### config.mk
export PLATFORM = sky130hd
export DESIGN_NAME = sweep_seq_ctrl
export DESIGN_NICKNAME = d
export VERILOG_FILES = /design/src/rtl/sweep_pkg.sv /design/src/rtl/sweep_cnt_core.sv /design/src/rtl/sweep_seq_ctrl.sv
export SDC_FILE = /design/constraint.sdc
export NUM_CORES = 1
export LEC_CHECK = 0
export ABC_AREA = 1
export CAP_MARGIN = 10
export CORE_MARGIN = 1.5
export CORE_UTILIZATION = 27
export DETAILED_ROUTE_END_ITERATION = 8
export SYNTH_ARGS = -nofsm -noshare
export SYNTH_HDL_FRONTEND = slang
export SYNTH_SLANG_ARGS = --single-unit
export TNS_END_PERCENT = 100
### constraint.sdc
create_clock -name clock -period 3.4 [get_ports clock]
set_clock_uncertainty 0.2 [all_clocks]
set_input_delay 1.02 -clock clock [delete_from_list [all_inputs] [get_ports clock]]
set_output_delay 1.02 -clock clock [all_outputs]
set_load 0.03 [all_outputs]
### src/rtl/sweep_pkg.sv
// Shared definitions for the sweep sequencer: FSM state encoding and
// default widths for the counter bounds and the sweep counter.
package sweep_pkg;

  localparam int SW_WIDTH = 4;  // default counter/bound width
  localparam int SW_NSW_W = 4;  // default sweep-count width

  typedef enum logic [1:0] {
    ST_IDLE = 2'd0,
    ST_UP   = 2'd1,
    ST_DOWN = 2'd2,
    ST_DONE = 2'd3
  } sweep_state_t;

endpackage

### src/rtl/sweep_cnt_core.sv
// Up/down counter datapath: load has priority over inc, inc over dec;
// with none asserted the count holds.
module sweep_cnt_core
  import sweep_pkg::*;
#(
  parameter int WIDTH = SW_WIDTH
) (
  input  logic             clock,
  input  logic             reset,
  input  logic             load,
  input  logic             inc,
  input  logic             dec,
  input  logic [WIDTH-1:0] d,
  output logic [WIDTH-1:0] cnt
);

  localparam logic [WIDTH-1:0] ONE = WIDTH'(1);

  // Count register with synchronous reset and prioritised load/inc/dec.
  always_ff @(posedge clock) begin
    // NOTE: sequential state uses non-blocking assignments so every register
    // samples pre-edge values, independent of statement order.
    if (reset)     cnt <= '0;
    else if (load) cnt <= d;
    else if (inc)  cnt <= cnt + ONE;
    else if (dec)  cnt <= cnt - ONE;
  end

endmodule

### src/rtl/sweep_seq_ctrl.sv
// Triangle-sweep sequencer: latches lo/hi/nsweeps on an accepted start and
// steps the counter core lo->hi->lo nsweeps times, reporting busy/done/err.
// Optional macro SWEEP_CONT_EN: nsweeps==0 selects continuous sweeping that
// only abort ends; without it nsweeps==0 is rejected with an err pulse.
module sweep_seq_ctrl
  import sweep_pkg::*;
#(
  parameter int WIDTH = SW_WIDTH,
  parameter int NSW_W = SW_NSW_W
) (
  input  logic             clock,
  input  logic             reset,
  input  logic             start,
  input  logic             abort,
  input  logic             hold,
  input  logic [WIDTH-1:0] lo,
  input  logic [WIDTH-1:0] hi,
  input  logic [NSW_W-1:0] nsweeps,
  output logic [WIDTH-1:0] cnt,
  output logic             up,
  output logic             busy,
  output logic             done,
  output logic             err,
  output logic [NSW_W-1:0] sweep_idx
);

  localparam logic [NSW_W-1:0] ONE_N = NSW_W'(1);

  sweep_state_t     state, state_n;
  logic [WIDTH-1:0] lo_l, hi_l;
  logic [NSW_W-1:0] nsweeps_l;
  logic [NSW_W-1:0] idx_next;
  logic             load, inc, dec;
  logic             accept, idx_inc, err_set;
  logic             start_ok, last_sweep;

  sweep_cnt_core #(.WIDTH(WIDTH)) u_core (
    .clock (clock),
    .reset (reset),
    .load  (load),
    .inc   (inc),
    .dec   (dec),
    .d     (lo),
    .cnt   (cnt)
  );

  assign idx_next = sweep_idx + ONE_N;

`ifdef SWEEP_CONT_EN
  // Zero sweeps means run forever; sweep_idx then simply wraps.
  assign start_ok   = (lo < hi);
  assign last_sweep = (nsweeps_l != '0) && (idx_next == nsweeps_l);
`else
  assign start_ok   = (lo < hi) && (nsweeps != '0);
  assign last_sweep = (idx_next == nsweeps_l);
`endif

  assign up   = (state == ST_UP);
  assign busy = (state != ST_IDLE);
  assign done = (state == ST_DONE);

  // State, latched run parameters, sweep index and the err pulse register.
  always_ff @(posedge clock) begin
    if (reset) begin
      state     <= ST_IDLE;
      lo_l      <= '0;
      hi_l      <= '0;
      nsweeps_l <= '0;
      sweep_idx <= '0;
      err       <= 1'b0;
    end else begin
      state <= state_n;
      err   <= err_set;
      if (accept) begin
        lo_l      <= lo;
        hi_l      <= hi;
        nsweeps_l <= nsweeps;
        sweep_idx <= '0;
      end else if (idx_inc) begin
        sweep_idx <= idx_next;
      end
    end
  end

  // Next-state and counter-control decode; abort outranks hold.
  always_comb begin
    // NOTE: every output of this block gets a default first, so no path
    // through the case leaves a signal unassigned and no latch is inferred.
    state_n = state;
    load    = 1'b0;
    inc     = 1'b0;
    dec     = 1'b0;
    accept  = 1'b0;
    idx_inc = 1'b0;
    err_set = 1'b0;
    case (state)
      ST_IDLE: begin
        if (start) begin
          if (start_ok) begin
            accept  = 1'b1;
            load    = 1'b1;
            state_n = ST_UP;
          end else begin
            err_set = 1'b1;
          end
        end
      end
      ST_UP: begin
        if (abort) begin
          state_n = ST_IDLE;
        end else if (!hold) begin
          if (cnt != hi_l) begin
            inc = 1'b1;
          end else begin
            dec     = 1'b1;
            state_n = ST_DOWN;
          end
        end
      end
      ST_DOWN: begin
        if (abort) begin
          state_n = ST_IDLE;
        end else if (!hold) begin
          if (cnt != lo_l) begin
            dec = 1'b1;
          end else begin
            idx_inc = 1'b1;
            if (last_sweep) begin
              state_n = ST_DONE;
            end else begin
              inc     = 1'b1;
              state_n = ST_UP;
            end
          end
        end
      end
      ST_DONE: state_n = ST_IDLE;
      default: state_n = ST_IDLE;
    endcase
  end

endmodule

# --- Yosys cells after proc, flatten, opt, wreduce, memory -nomap -nowiden ---
# Index checks and enable logic that the tools add are counted.
totals:
  input_bits: 17
  ff_bits: 23
  out_inout_bits: 12
  wordCells: 69
op_classes:
  addsub: 3
  n_eq_ne: 12
  n_reduce_logical: 8
  n_mux: 36
  magnitude_cmp: 1
  n_bitwise: 2
ops:
  columns: ["op", "n"]
  rows:
  - ["two-way mux 1 bit", 21]
  - ["two-way mux 2 bit", 9]
  - ["two-way mux 4 bit", 3]
  - ["!= test 3 bit (second input constant)", 4]
  - ["adder 4 x 1 -> 4 bit (second input constant)", 2]
  - ["!= test 4 bit", 2]
  - ["one-hot mux 2 bit (4 select lines)", 1]
  - ["AND reduction 6 bit", 1]
  - ["== test 2 bit (second input constant)", 2]
  - ["== test 4 bit", 1]
  - ["< comparator 4 bit", 1]
  - ["!= test 2 bit (second input constant)", 2]
  - ["one-hot mux 1 bit (2 select lines)", 2]
  - ["nonzero test 4 bit", 1]
  - ["subtractor 4 x 1 -> 4 bit (second input constant)", 1]
  - ["nonzero test 3 bit", 1]
  - ["OR reduction 3 bit", 1]
  - ["== test 2 x 1 -> 1 bit (second input constant)", 1]
  - ["logical NOT 2 bit", 1]
  - ["inverter 1 bit", 2]
  - ["nonzero test 2 bit", 1]
  - ["OR reduction 2 bit", 1]
  - ["logical AND 1 bit", 1]

# --- Depth between registers and ports, before layout ---
logic_depth:
  ltp_word: 9
  mapped_depth: 19
  mapped_depth_nobuf: 19

# --- Cells and area by module ---
# A second synthesis with hierarchy kept.
unflattened:
  cells_unflattened: 248
  area_unflattened_um2: 1602.8
by_module_without_submodules:
  columns: ["mod", "area_each_um2", "cells_each", "n_inst", "seq_area_each_um2"]
  rows:
  - ["sweep_seq_ctrl", 1298.7, 205, 1, 380.4]
  - ["sweep_cnt_core", 304.0, 43, 1, 80.1]

# --- Worst setup path before layout ---
# OpenSTA, ideal clock, no wires.
synth_path:
  path_type: "in2reg"
  from: "input abort"
  to: "register u_core.cnt[3]"
  required_time_ns: 3.089
  setup_ns: 0.111
  stages: 16
  setup_slack_ns: 0.472
  path_buffers: 0
  t_arrival_ns: 2.617
  path_cell_list: "inv_1 nand2_1 nor2_1 nand3_4 nor2_4 a21oi_2 ha_1 a21oi_1 nand2_1 xor2_1 inv_1 nand3_2 nand2_1 nor2_1 nor2_1 nor2_1"
synth_between:
  elab_chain_cells: 4
  word_cells_on_any_way: 9
  cone_classes: "8 x mux; 1 x reduce/logical"
synth_lines:
  columns: ["item", "line", "source"]
  rows:
  - ["start: declaration", "sweep_seq_ctrl.sv:14", "input logic abort,"]
  - ["two-way mux 1 bit, on equally long branches", "sweep_seq_ctrl.sv:121, sweep_seq_ctrl.sv:109", null]
  - ["one-hot mux 1 bit (2 select lines)", "sweep_seq_ctrl.sv:96", "case (state)"]
  - ["two-way mux 4 bit", "sweep_cnt_core.sv:25", "else if (inc) cnt <= cnt + ONE;"]
  - ["two-way mux 4 bit", "sweep_cnt_core.sv:24", "else if (load) cnt <= d;"]
  - ["end signal: assignment", "sweep_cnt_core.sv:25", null]
  - ["end signal: assignment", "sweep_cnt_core.sv:26", "else if (dec) cnt <= cnt - ONE;"]
  - ["end: declaration", "sweep_cnt_core.sv:14", "output logic [WIDTH-1:0] cnt"]
# Several ways; a longest one is shown, not always the timed one.
# A chain may end at the register's enable or synchronous reset.

# --- Worst setup path after layout ---
# Same ends and word-level chain as after synthesis.

==> impl_metrics.ini <==
[finish]
syn_to_final_growth_pct = 29.3
final_util = 0.363
drive_gt1_frac = 0.110
n_antenna_cell = 0
stdcell_area_um2 = 2000
nets = 302

[yosys]
synthArstFlopShare = 0
ys.flop_type = dfxtp_1
synth_common_cells = nand2_1, inv_1, dfxtp_1, a21oi_1, nor2_1
syn_nets = 264
synth-simple-area-share = 0.344
synthAdderAreaFrac = 0.102
synth-seq-cells = 23
yosysWarnings = 0
postSynthAreaPerCell_um2 = 6.59
syn_inst = 235
synth_top_area_frac = 0.297
synth-xor-area-share = 0.0283
synth_top_family_by_area = simple AND/OR/NAND/NOR gates
synth.area.top_cells = dfxtp_1, nand2_1, ha_1
synth-compound-area-share = 0.114
synth_edf_count = 0
synth_mux_area_frac = 0
synth_most_common_cell = nand2_1
ys_seq_area_frac = 0.297
yosys.area.top_type = dfxtp_1
post_synth_num_cell_types = 28
syn_area_um2 = 1550

[cts]
clock_latency_ps = 260
postCtsHoldBufs = 0
cts_inserted_buffers = 3
postCtsSetupRepairBufs = 0
ctsLongestPathBuffers = 2
cts_sinks = 23
cts_resized = 0
cts_tree = built
htreeDepth = 1
clkTransAtPathRegs_ps = 80
cts_root_buffer = clkbuf_8

[power_and_ir_drop]
combPwrFrac = 0.561
power.leakage_nw = 0.955
p_int_mw = 0.685
p_sw_mw = 0.567
p_per_area_nw_per_um2 = 626
p_seq_frac = 0.302
fin_total_pwr_mw = 1.25
irDropWorstVdd_mv = 0.300
swShare = 0.453
p_clk_frac = 0.137

[worst_setup_path]
crit_fanout = 4
crit_required_ps = 3370
crit_arrival_ps = 3110
end_kind = flip-flop
startpoint_type = input pin
path_class = input pin to flip-flop

[floorplanning]
coreArea_um2 = 5510
ios = 29
initial_core_util = 0.281
die_area_um2 = 6200
rows = 27
die_y_um = 78.7
die_w_um = 78.7

[grt]
grt_first_pass_wirelength_um = 6150
grt_start_max_net_pins = 15
grt-ovfl-total = 0
grt_pass1_vias = 1340
antenna_found_initial = 0
grt.total_usage = 0.125

[hold_path]
hold_class = flip-flop to flip-flop

[timing]
fmax_mhz = 318
finalWorstPathRequiredPeriod_ps = 3140
rsz0062_at_grt = no
slew_violations = 0
relSlewSlack = 0.767
worst_pin_slew_ps = 349
fin_crit_sh = 0.924
finalSetupViolCount = 0
finalHoldWorstSlack_ps = 276
fin_tns_setup_ps = 0
finalHoldViolCount = 0

[job]
drv_cap = 0

[routing]
first_iter_violations = 78
ant_nets = 0
dr.pass1.iters = 4
wl_per_cell_um = 10.5
drc = 0
via_per_inst = 4.32
routed_wl_um = 3610
vias = 1485

[placed_design]
dp_hpwl_um = 2960
gp_congestion = 0.845
place_area_um2 = 1950
port_buffers = 28

[status]
status = complete, no violations
path summary, 6_finish.rpt:
check	start	endpoint	slack, ps	depth (start not counted)
max	abort	u_core.cnt[3]	260	17
min	nsweeps_l[0]	nsweeps_l[0]	280	2
max reg2reg	sweep_idx[0]	u_core.cnt[3]	580	16
min reg2reg	nsweeps_l[0]	nsweeps_l[0]	280	2
layer usage:
| layer | part of all wire | vias to the layer above | track usage |
|---|---|---|---|
| li1 | - | 803 | - |
| met1 | 0.50 | 648 | 0.169 |
| met2 | 0.46 | 30 | 0.207 |
| met3 | 0.028 | 4 | 0.0138 |
| met4 | 0.013 | 0 | 0.0375 |
| met5 | 0 | - | 0 |
layout make-up:
cell class                      instances  area (um^2)
Clock buffer                            3         41.3
Multi-Input combinational cell        168          910
Tap cell                               72         90.1
Sequential cell                        23          460
Inverter                               41          154
Timing Repair Buffer                   36          340
Clock inverter                          1         5.00
Fill cell                             573         3510
registers in the layout, indices dropped and copies added, names as in the netlist:
signal / flops
sweep_idx: 4
lo_l: 4
state: 2
err: 1
u_core.cnt: 4
hi_l: 4
nsweeps_l: 4
cell families (layout without fill, tap and decap cells):
group / count (synthesis) / in the layout
flip-flops: 23 / 23
AO/OA/AOI/OAI: 34 / 34
XOR/XNOR: 5 / 5
AND/OR/NAND/NOR: 117 / 117
buffers and inverters: 44 / 81
adder cells (fa/ha/maj): 12 / 12
power by group through the flow:
| stage | clock network (mW) | logic, mW | registers (mW) |
|---|---|---|---|
| 2_1_floorplan | 0 | 0.475 | 0.408 |
| 3_3_place_gp | 0 | 0.698 | 0.385 |
| 3_5_place_dp | 0 | 0.704 | 0.384 |
| 4_1_cts | 0.181 | 0.708 | 0.380 |
| 5_1_grt | 0.194 | 0.795 | 0.389 |
| 6_report | 0.172 | 0.702 | 0.379 |
critical path, cell delays in order:
cell             delay, ps
clkdlybuf4s50_1        440
inv_1                   70
nand2_1                 60
nor2_1                 180
nand3_4                110
nor2_4                 100
a21oi_2                 90
ha_1                   330
a21oi_1                150
nand2_1                 70
xor2_1                 140
inv_1                   80
nand3_2                 70
nand2_1                 50
nor2_1                  40
nor2_1                  80
nor2_1                  40
stage by stage:
stage	std cells	setup WS, ps
after global routing	344	62.8
after detailed placement	340	-9.75
after CTS	344	277
after floorplan	235	472
after global placement	340	15.5
final	344	259
cells in the final DEF, fill, tap and decap left out, types with 2 or more instances in the layout:
cell,synthesis,routed
nand3b_1,2,2
nand2_1,72,72
ha_1,11,11
nor2_1,18,18
dfxtp_1,23,23
nand2_2,4,4
o21ai_0,11,11
inv_1,35,35
o22ai_1,2,2
xor2_1,4,4
nor3_1,2,2
buf_4,1,8
nand4_1,3,3
nor2_4,2,2
nand3_1,9,9
a21oi_1,19,19
clkbuf_8,0,3
inv_2,6,6
clkdlybuf4s50_1,0,28
Power figures use the tool's default switching activity.
